### src/rtl/pixel_write_buffer.sv
// pixel_write_buffer
// Sits between the circle generator and the framebuffer write port. Incoming
// pixel strobes are clipped to the visible window, stripped of back-to-back
// duplicates, and queued. The queue drains through a single output register
// toward a framebuffer that may stall. A clear sequencer can take over the
// output register and sweep the whole window in raster order. Pixels that
// arrive during a clear stay queued and are drawn after it.
module pixel_write_buffer #(
   parameter int DEPTH   = 16,
   parameter int H_RES   = 160,
   parameter int V_RES   = 120,
   parameter int COLOR_W = 3
) (
   input  logic               clk,
   input  logic               rst_n,
   input  logic               pix_we,
   input  logic [15:0]        pix_addr,
   input  logic [COLOR_W-1:0] pix_color,
   input  logic               clear,
   input  logic [COLOR_W-1:0] clear_color,
   input  logic               fb_ready,
   output logic               fb_we,
   output logic [15:0]        fb_addr,
   output logic [COLOR_W-1:0] fb_data,
   output logic               full,
   output logic               empty,
   output logic               busy,
   output logic               overflow,
   output logic [7:0]         drop_cnt
);

   localparam int         AW      = $clog2(DEPTH);
   localparam int         EW      = 16 + COLOR_W;
   localparam logic [8:0] H_LIM   = 9'(H_RES);
   localparam logic [8:0] V_LIM   = 9'(V_RES);
   localparam logic [7:0] X_LAST  = 8'(H_RES - 1);
   localparam logic [7:0] Y_LAST  = 8'(V_RES - 1);
   localparam logic [AW:0] PTR_ONE = {{AW{1'b0}}, 1'b1};

   typedef enum logic [1:0] {
      ST_IDLE     = 2'd0,
      ST_CLR_WAIT = 2'd1,
      ST_CLEAR    = 2'd2
   } state_t;

   state_t              r_state;
   state_t              w_state_nxt;

   // Queue storage and pointers (one extra MSB to tell full from empty)
   logic [EW-1:0]       r_mem [DEPTH];
   logic [AW:0]         r_wr_ptr;
   logic [AW:0]         r_rd_ptr;
   logic [AW:0]         w_wr_nxt;
   logic [AW:0]         w_rd_nxt;
   logic                r_full;
   logic                r_empty;
   logic [EW-1:0]       w_head;

   // Duplicate tracking: the most recently queued entry
   logic                r_last_vld;
   logic [15:0]         r_last_addr;
   logic [COLOR_W-1:0]  r_last_color;

   logic                r_overflow;
   logic [7:0]          r_drop_cnt;

   // Output register presented to the framebuffer
   logic                r_fb_we;
   logic [15:0]         r_fb_addr;
   logic [COLOR_W-1:0]  r_fb_data;

   logic [COLOR_W-1:0]  r_clr_color;

   // Input filter
   logic [7:0]          w_x;
   logic [7:0]          w_y;
   logic                w_clip;
   logic                w_dup;
   logic                w_keep;
   logic                w_push;

   // Sequencing controls
   logic                w_out_free;
   logic                w_pop;
   logic                w_load_scan;
   logic                w_scan_first;
   logic                w_scan_last;
   logic                w_out_clr;
   logic                w_clr_accept;
   logic [15:0]         w_scan_addr;

   assign w_x    = pix_addr[7:0];
   assign w_y    = pix_addr[15:8];
   assign w_clip = ({1'b0, w_x} >= H_LIM) || ({1'b0, w_y} >= V_LIM);
   assign w_dup  = r_last_vld && (pix_addr == r_last_addr) && (pix_color == r_last_color);
   assign w_keep = pix_we && !w_clip && !w_dup;
   // Gate on the full flag as it stood at the start of the cycle; a pop in
   // the same cycle does not make room for this push.
   assign w_push = w_keep && !r_full;

   assign w_head      = r_mem[r_rd_ptr[AW-1:0]];
   assign w_out_free  = !r_fb_we || fb_ready;
   assign w_scan_last = (r_fb_addr == {Y_LAST, X_LAST});

   assign w_wr_nxt = w_push ? (r_wr_ptr + PTR_ONE) : r_wr_ptr;
   assign w_rd_nxt = w_pop  ? (r_rd_ptr + PTR_ONE) : r_rd_ptr;

   // State register
   always_ff @(posedge clk or negedge rst_n) begin
      if (!rst_n) begin
         r_state <= ST_IDLE;
      end else begin
         r_state <= w_state_nxt;
      end
   end

   // Next state and output-register control
   always_comb begin
      w_state_nxt  = r_state;
      w_pop        = 1'b0;
      w_load_scan  = 1'b0;
      w_scan_first = 1'b0;
      w_out_clr    = 1'b0;
      w_clr_accept = 1'b0;
      case (r_state)
         ST_IDLE: begin
            if (clear) begin
               // Stop popping from the acceptance cycle on so that everything
               // still queued lands after the clear; only let the current
               // write finish.
               w_clr_accept = 1'b1;
               w_state_nxt  = ST_CLR_WAIT;
               w_out_clr    = w_out_free;
            end else if (w_out_free) begin
               if (!r_empty) begin
                  w_pop = 1'b1;
               end else begin
                  w_out_clr = 1'b1;
               end
            end
         end
         ST_CLR_WAIT: begin
            if (w_out_free) begin
               w_state_nxt  = ST_CLEAR;
               w_load_scan  = 1'b1;
               w_scan_first = 1'b1;
            end
         end
         ST_CLEAR: begin
            // The output register always holds a scan write here
            if (fb_ready) begin
               if (w_scan_last) begin
                  w_state_nxt = ST_IDLE;
                  if (!r_empty) begin
                     w_pop = 1'b1;
                  end else begin
                     w_out_clr = 1'b1;
                  end
               end else begin
                  w_load_scan = 1'b1;
               end
            end
         end
         default: begin
            w_state_nxt = ST_IDLE;
         end
      endcase
   end

   // Raster scan address: the output register doubles as the scan position
   always_comb begin
      w_scan_addr = 16'h0000;
      if (!w_scan_first) begin
         if (r_fb_addr[7:0] == X_LAST) begin
            w_scan_addr = {r_fb_addr[15:8] + 8'd1, 8'd0};
         end else begin
            w_scan_addr = {r_fb_addr[15:8], r_fb_addr[7:0] + 8'd1};
         end
      end
   end

   // Output register: loaded from the queue head or the scan, held while stalled
   always_ff @(posedge clk or negedge rst_n) begin
      if (!rst_n) begin
         r_fb_we   <= 1'b0;
         r_fb_addr <= 16'h0000;
         r_fb_data <= '0;
      end else if (w_pop) begin
         r_fb_we   <= 1'b1;
         r_fb_addr <= w_head[EW-1:COLOR_W];
         r_fb_data <= w_head[COLOR_W-1:0];
      end else if (w_load_scan) begin
         r_fb_we   <= 1'b1;
         r_fb_addr <= w_scan_addr;
         r_fb_data <= r_clr_color;
      end else if (w_out_clr) begin
         r_fb_we   <= 1'b0;
      end
   end

   // Fill colour captured when a clear is accepted
   always_ff @(posedge clk or negedge rst_n) begin
      if (!rst_n) begin
         r_clr_color <= '0;
      end else if (w_clr_accept) begin
         r_clr_color <= clear_color;
      end
   end

   // Queue storage write port
   always_ff @(posedge clk) begin
      if (w_push) begin
         r_mem[r_wr_ptr[AW-1:0]] <= {pix_addr, pix_color};
      end
   end

   // Queue pointers and registered full/empty flags
   always_ff @(posedge clk or negedge rst_n) begin
      if (!rst_n) begin
         r_wr_ptr <= '0;
         r_rd_ptr <= '0;
         r_full   <= 1'b0;
         r_empty  <= 1'b1;
      end else begin
         r_wr_ptr <= w_wr_nxt;
         r_rd_ptr <= w_rd_nxt;
         r_full   <= (w_wr_nxt[AW] != w_rd_nxt[AW]) &&
                     (w_wr_nxt[AW-1:0] == w_rd_nxt[AW-1:0]);
         r_empty  <= (w_wr_nxt == w_rd_nxt);
      end
   end

   // Last-push-valid flag; a clear forgets the previous entry so the same
   // pixel can be redrawn on top of the fill
   always_ff @(posedge clk or negedge rst_n) begin
      if (!rst_n) begin
         r_last_vld <= 1'b0;
      end else if (w_clr_accept) begin
         r_last_vld <= 1'b0;
      end else if (w_push) begin
         r_last_vld <= 1'b1;
      end
   end

   // Last pushed address/colour, qualified by r_last_vld
   always_ff @(posedge clk) begin
      if (w_push) begin
         r_last_addr  <= pix_addr;
         r_last_color <= pix_color;
      end
   end

   // Drop statistics: saturating filter count and sticky overflow
   always_ff @(posedge clk or negedge rst_n) begin
      if (!rst_n) begin
         r_drop_cnt <= 8'd0;
         r_overflow <= 1'b0;
      end else begin
         if (pix_we && (w_clip || w_dup) && (r_drop_cnt != 8'hFF)) begin
            r_drop_cnt <= r_drop_cnt + 8'd1;
         end
         if (w_keep && r_full) begin
            r_overflow <= 1'b1;
         end
      end
   end

   assign fb_we    = r_fb_we;
   assign fb_addr  = r_fb_addr;
   assign fb_data  = r_fb_data;
   assign full     = r_full;
   assign empty    = r_empty;
   assign busy     = (r_state != ST_IDLE) || !r_empty || r_fb_we;
   assign overflow = r_overflow;
   assign drop_cnt = r_drop_cnt;

endmodule

### config.mk
export PLATFORM = sky130hd
export DESIGN_NAME = pixel_write_buffer
export DESIGN_NICKNAME = d
export VERILOG_FILES = /design/src/rtl/pixel_write_buffer.sv
export SDC_FILE = /design/constraint.sdc
export NUM_CORES = 1
export LEC_CHECK = 0
export BUFFER_PORTS_ARGS = -buffer_cell sky130_fd_sc_hd__buf_2
export CAP_MARGIN = 20
export CORE_MARGIN = 4
export CORE_UTILIZATION = 57
export CTS_BUF_LIST = sky130_fd_sc_hd__clkbuf_2 sky130_fd_sc_hd__clkbuf_4 sky130_fd_sc_hd__clkbuf_8
export DETAILED_ROUTE_END_ITERATION = 6
export PLACE_DENSITY = 0.86
export SYNTH_ARGS = -nofsm -noshare
export SYNTH_HDL_FRONTEND = slang
export SYNTH_SLANG_ARGS = --single-unit
### constraint.sdc
create_clock -name clk -period 3.6 [get_ports clk]
set_input_delay 0.18 -clock clk [delete_from_list [all_inputs] [get_ports clk]]
set_output_delay 0.18 -clock clk [all_outputs]
set_load 0.03 [all_outputs]
==> flow_metrics.env, run 1 <==
export IMPL_met1_length_microns=13300
export IMPL_fin_setup_tns_ns=0
export IMPL_slew_headroom=0.415
export IMPL_endpoint_kind="register"
export IMPL_syn_avg_cell_area_sq_um=19.7
export IMPL_fp_dieArea_sq_um=28900
export IMPL_via_per_inst=6.25
export IMPL_critPathLaunchType="primary input"
export IMPL_gp_congestion=0.846
export IMPL_period_share=0.840
export IMPL_skew_ns=0.0336
export IMPL_path_max_fanout=19
export IMPL_cts_clk_slew_worst_paths_ns=0.06
export IMPL_io_pins=59
export IMPL_htree_num_levels=2
export IMPL_ys_flop_type="edfxtp_1"
export IMPL_diodes=0
export IMPL_critical_path_class="primary input to register"
export IMPL_synth_yosys_seq_area_share=0.726
export IMPL_place_inst=1165
export IMPL_critPathRequiredTime_ns=3.86
export IMPL_cts_resized=0
export IMPL_yosys_warnings=0
export IMPL_grt_overflow_total=0
export IMPL_cap_violations=0
export IMPL_die_w_microns=170
export IMPL_synth_cells=761
export IMPL_drt_pass1_iter_count=5
export IMPL_rsz0062_at_grt="false"
export IMPL_finalHoldViolations=0
export IMPL_first_global_vias=8265
export IMPL_portBuffers=58
export IMPL_insertion_delay_ns=0.60
export IMPL_drc_errors=0
export IMPL_num_vias=8044
export IMPL_routed_wl_microns=33500
export IMPL_outcome="finished clean"
export IMPL_place_detailed_hpwl_microns=20900
export IMPL_stdcell_area_sq_um=17400
export IMPL_syn2layout_area_growth_pct=16.0
export IMPL_fmax_mhz=331
export IMPL_drive_gt1_frac=0.336
export IMPL_cp_arrival_ns=3.28
export IMPL_dr_wl_met2_microns=16300
export IMPL_cts_tree="built"
export IMPL_drv_slew=0
export IMPL_grt_use_total=0.238
export IMPL_clock_root_buffer="clkbuf_8"
export IMPL_p_per_area_nw_per_um2=737
export IMPL_grt_pass1_wl_microns=51100
export IMPL_nets=943
export IMPL_ys_seq_elements=370
export IMPL_ant_nets=0
export IMPL_synth_edff_count=323
export IMPL_n_fill_cell=1612
export IMPL_worst_pin_slew_ns=0.878
export IMPL_drt_initial_drc_count=991
export IMPL_cts_sinks=370
export IMPL_min_period_ns=3.02
export IMPL_yosysUniqueCellTypes=56
export IMPL_synth_nets=799
export IMPL_finalPower_mw=12.8
export IMPL_start_util=0.576
export IMPL_cts_path_max_buffers=3
export IMPL_antenna_found_initial=0
export IMPL_topRoutingLayerUsed="met4"
export IMPL_synth_area_sq_um=15000
export IMPL_std_cell_rows=59
export IMPL_p_leak_nw=6.00
export IMPL_final_cell_mix="edfxtp_1 (323), mux4_2 (95), clkbuf_8 (60)"
export IMPL_async_reset_ff_frac=0.127
export IMPL_hp_class="primary input to register"
export IMPL_grt_start_max_net_pins=48
export IMPL_wl_per_cell_microns=26.0
export IMPL_dr_wl_met3_microns=3180
export IMPL_fin_cells=1287
export IMPL_die_h_microns=170
export IMPL_mostFrequentLayoutCell="edfxtp_1"
export IMPL_core_area_sq_um=26000
export IMPL_ir_drop_mv=0.605
export IMPL_setup_violations=0
export IMPL_cts_buffers_inserted=56
export IMPL_postPlaceCellArea_sq_um=16000
Yosys cell counts, types with 3 or more instances:
cell type  instances  share of area
a21o_1             3         0.0015
a21oi_1           14         0.0047
a31oi_1            4         0.0017
and3_1             9         0.0038
and4_1             3         0.0018
buf_2             11         0.0037
clkbuf_1          17         0.0043
dfrtp_1           46          0.077
edfxtp_1         323           0.65
ha_1              11         0.0092
inv_1             11         0.0028
mux2_2             5         0.0038
mux2i_1            4         0.0027
mux4_2            95           0.14
nand2_1           28         0.0070
nand2b_1           4         0.0017
nand3_1            9         0.0030
nand3b_1           3         0.0015
nand4_1           11         0.0046
nor2_1            30         0.0075
nor3_1             7         0.0023
nor3b_1            4         0.0020
o211ai_1           3         0.0015
o21ai_0           27         0.0090
xnor2_1           34          0.020
xor2_1             7         0.0041
metal layers:
layer  vias up  global-route usage
li1       3393                   -
met1      4134               0.354
met2       455               0.369
met3        62              0.0444
met4         0              0.0684
met5         -                   0
critical path, stage by stage:
cell           delay [ns]
dlygate4sd3_1        0.55
buf_2                0.24
o21ai_1              0.17
nand2_1              0.10
or2_2                0.31
a2111oi_4            0.23
buf_4                0.33
nand2_1              0.24
nor2_2               0.52
buf_4                0.38
worst paths after layout:
check / cells past startpoint / from / slack (ns) / end
min reg2reg: 1 / overflow / 0.49 / overflow
max in group asynchronous: 4 / rst_n / 2.56 / empty
max: 10 / pix_addr[5] / 0.58 / r_mem[14][1]
min in group asynchronous: 3 / rst_n / 0.51 / fb_addr[12]
min: 1 / pix_addr[2] / 0.03 / r_mem[13][5]
max reg2reg: 8 / r_last_color[2] / 0.60 / r_mem[14][1]
power by group:
group	leakage, nW	internal [mW]	switching [mW]
combinational	1.88	1.77	1.97
sequential	3.50	5.01	0.463
clock	0.622	2.00	1.60
total	6.00	8.77	4.03
final cells by class:
class                           count  area [sq um]  share of cell area
Multi-Input combinational cell    349          4000               0.230
Clock inverter                     29           229              0.0132
Inverter                           11          41.3             0.00238
Clock buffer                       76           946              0.0544
Tap cell                          335           419              0.0241
Sequential cell                   370         10900               0.626
Timing Repair Buffer              117           861              0.0495
sequential cells by signal, indices dropped and copies added (netlist names), 2 cells and up:
name	flops
drop_cnt	8
fb_addr	16
r_last_addr	16
r_state	2
r_clr_color	3
fb_data	3
r_wr_ptr	5
r_mem	304
r_last_color	3
r_rd_ptr	5
what timing repair did:
item / 4_1_cts / 5_1_grt
setup endpoints to repair: 0 / 0
setup buffers: 0 / 0
hold buffers: 15 / 1
hold endpoints to repair: 127 / 6
logic make-up after synthesis:
group | synth area share
buffers and inverters | 0.0117
adders and majority gates | 0.00919
and+or+nand+nor | 0.0434
muxes | 0.149
xor gates and xnor gates | 0.0297
AOI/OAI and AO/OA | 0.0304
DFF | 0.726
stage by stage:
step                utilization  hold slack [ns]  setup WS [ns]
floorplan                     -           -0.116          0.197
global placement          0.617            0.412          0.739
detailed placement        0.617            0.421          0.569
CTS                       0.668          0.00189          0.585
global route              0.669           0.0138          0.402
finish                    0.669           0.0267          0.575
No activity file was read; power rests on OpenSTA's default activity.
==> inputs of run 2 (changes only) <==
Settings changed: ABC_AREA from default to 1.
Clock period 3.6 ns to 2.5 ns, I/O delays scaled along.
==> flow_metrics.env, run 2 <==
export IMPL_outcome="finished with violations"
export IMPL_violations="design-rule violations"
export IMPL_mostFrequentLayoutCell="edfxtp_1"
export IMPL_met1_usage=0.336
export IMPL_max_stage_delay_ns=0.41
export IMPL_fmax_mhz=426
export IMPL_synth_yosys_seq_area_share=0.699
export IMPL_grt_use_total=0.257
export IMPL_use_met2=0.425
export IMPL_antenna_found_initial=0
export IMPL_setup_violations=0
export IMPL_insertion_delay_ns=0.62
export IMPL_ir_drop_mv=0.543
export IMPL_synth_nets=1359
export IMPL_nets=1491
export IMPL_cts_sinks=370
export IMPL_drive_gt1_frac=0.179
export IMPL_hp_class="primary input to register"
export IMPL_use_met3=0.0630
export IMPL_finalHoldViolations=0
export IMPL_ant_nets=0
export IMPL_num_vias=11300
export IMPL_yosys_warnings=0
export IMPL_fp_dieArea_sq_um=30000
export IMPL_largest_register_ffs=304
export IMPL_clock_root_buffer="clkbuf_8"
export IMPL_cp_buffers_inverters=3
export IMPL_seqCellArea_sq_um=10900
export IMPL_cts_path_max_buffers=3
export IMPL_yosys_area_top_type="edfxtp_1"
export IMPL_final_cell_mix="edfxtp_1 (323), nor2_1 (211), nand2_1 (163)"
export IMPL_htree_num_levels=2
export IMPL_grt_overflow_total=0
export IMPL_cp_arrival_ns=2.62
export IMPL_endpoint_kind="register"
export IMPL_start_util=0.579
export IMPL_synth_area_leaders="edfxtp_1 (62%), dfrtp_1 (7.4%), nor2_1 (5.5%), o21ai_0 (5.1%), nand2_1 (4.0%)"
export IMPL_cts_buffers_inserted=56
export IMPL_gp_congestion=0.930
export IMPL_first_global_vias=10900
export IMPL_synth_commonest_cells="edfxtp_1 (323), nor2_1 (228), nand2_1 (165)"
export IMPL_p_per_area_nw_per_um2=1040
export IMPL_cp_top_family="simple AND/OR/NAND/NOR gates"
export IMPL_io_pins=59
export IMPL_busiest_layer="met2"
export IMPL_ys_seq_elements=370
export IMPL_drt_pass1_iter_count=7
export IMPL_critPathLaunchType="register"
export IMPL_portBuffers=58
export IMPL_diodes=0
export IMPL_synth_edff_count=323
export IMPL_fin_cells=1836
export IMPL_via_per_inst=6.15
export IMPL_routed_wl_microns=39800
export IMPL_core_area_sq_um=26900
export IMPL_synth_top_area_share=0.623
export IMPL_critPathRequiredTime_ns=2.78
export IMPL_async_reset_ff_frac=0.127
export IMPL_die_w_microns=173
export IMPL_ys_flop_type="edfxtp_1"
export IMPL_die_h_microns=173
export IMPL_n_fill_cell=1772
export IMPL_skew_ns=0.0505
export IMPL_synth_cells=1321
export IMPL_multi_input_area_sq_um=4150
export IMPL_grt_pass1_wl_microns=60000
export IMPL_fin_setup_tns_ns=0
export IMPL_cp_cell_sequence="nand2_1, inv_1, nor2_1, nor2_1, nand2_1, nor2_1, nand3_2, nand3_2, inv_2, nand2_1, nor2_2, buf_12"
export IMPL_syn2layout_area_growth_pct=16.5
export IMPL_drv_slew=0
export IMPL_period_share=0.939
export IMPL_cts_clk_slew_worst_paths_ns=0.07
export IMPL_drc_errors=1
export IMPL_std_cell_rows=60
export IMPL_cts_tree="built"
export IMPL_place_detailed_hpwl_microns=23600
export IMPL_wl_per_cell_microns=21.7
export IMPL_min_period_ns=2.35
export IMPL_yosysUniqueCellTypes=39
export IMPL_fin_util=0.675
export IMPL_cap_violations=0
export IMPL_syn_avg_cell_area_sq_um=11.8
export IMPL_synth_most_common_cell="edfxtp_1"
export IMPL_grt_start_max_net_pins=107
export IMPL_worst_path_max_delay_cell="edfxtp_1"
export IMPL_critical_path_class="register to register"
export IMPL_worst_pin_slew_ns=0.664
export IMPL_finalPower_mw=18.9
export IMPL_drt_initial_drc_count=1465
export IMPL_slew_headroom=0.557
export IMPL_synth_area_sq_um=15600
export IMPL_p_leak_nw=6.67
export IMPL_path_max_fanout=19
export IMPL_place_inst=1708
run 2: final timing paths:
path | from | to | slack [ns] | cells past startpoint
worst min register to register | drop_cnt[4] | drop_cnt[4] | 0.50 | 1
max in group asynchronous | rst_n | fb_addr[9] | 1.78 | 3
min in group asynchronous | rst_n | r_last_vld | 0.09 | 2
worst max-delay path | r_last_addr[3] | r_mem[6][2] | 0.15 | 12
worst max register to register | r_last_addr[3] | r_mem[6][2] | 0.15 | 12
worst min-delay path | fb_ready | r_state[1] | 0.06 | 5
run 2: cell families after synthesis:
group	synth area share
XOR/XNOR	0.00957
AO/OA/AOI/OAI	0.111
flip-flops	0.699
multiplexers	0.000723
adder cells (fa/ha/maj)	0.00884
AND/OR/NAND/NOR	0.132
buffers and inverters	0.0388
run 2: metrics by stage:
step / area [sq um] / hold slack, ns / setup WS (ns)
2_1_floorplan: 15600 / -0.171 / -0.145
3_3_place_gp: 16700 / 0.195 / 0.179
3_5_place_dp: 16700 / 0.202 / 0.150
4_1_cts: 18100 / 0.00610 / 0.118
5_1_grt: 18100 / 0.0551 / -0.00120
6_report: 18100 / 0.0573 / 0.152
run 2: what timing repair did:
item,in CTS,in global routing
hold endpoints to repair,277,0
endpoints found under the setup margin,0,99
gates resized for setup,0,10
setup buffers,0,0
hold buffers,28,0
run 2: area by class of cell:
cell class | instances | share of cell area
clock inverters | 31 | 0.0145
inverters | 82 | 0.0172
multi-input cells | 804 | 0.229
flip-flops and latches | 370 | 0.600
repair buffers | 139 | 0.0678
well taps | 341 | 0.0235
clock buffers | 69 | 0.0479
run 2: metal layers:
metal | vias up | share of wire
li1 | 4990 | -
met1 | 5417 | 0.37
met2 | 752 | 0.49
met3 | 128 | 0.11
met4 | 0 | 0.033
met5 | - | 0
run 2: power by group:
part           internal, mW  total [mW]  switching (mW)
Combinational          1.92        6.22            4.30
Clock                  2.72        5.03            2.31
Sequential             7.20        7.64           0.443
Total                  11.8        18.9            7.05
run 2: worst min-delay path: cells and delay by family:
family	cells	cell delay [ns]
simple gates	1	0.11
buf+inv	2	0.22
compound gates	2	0.16
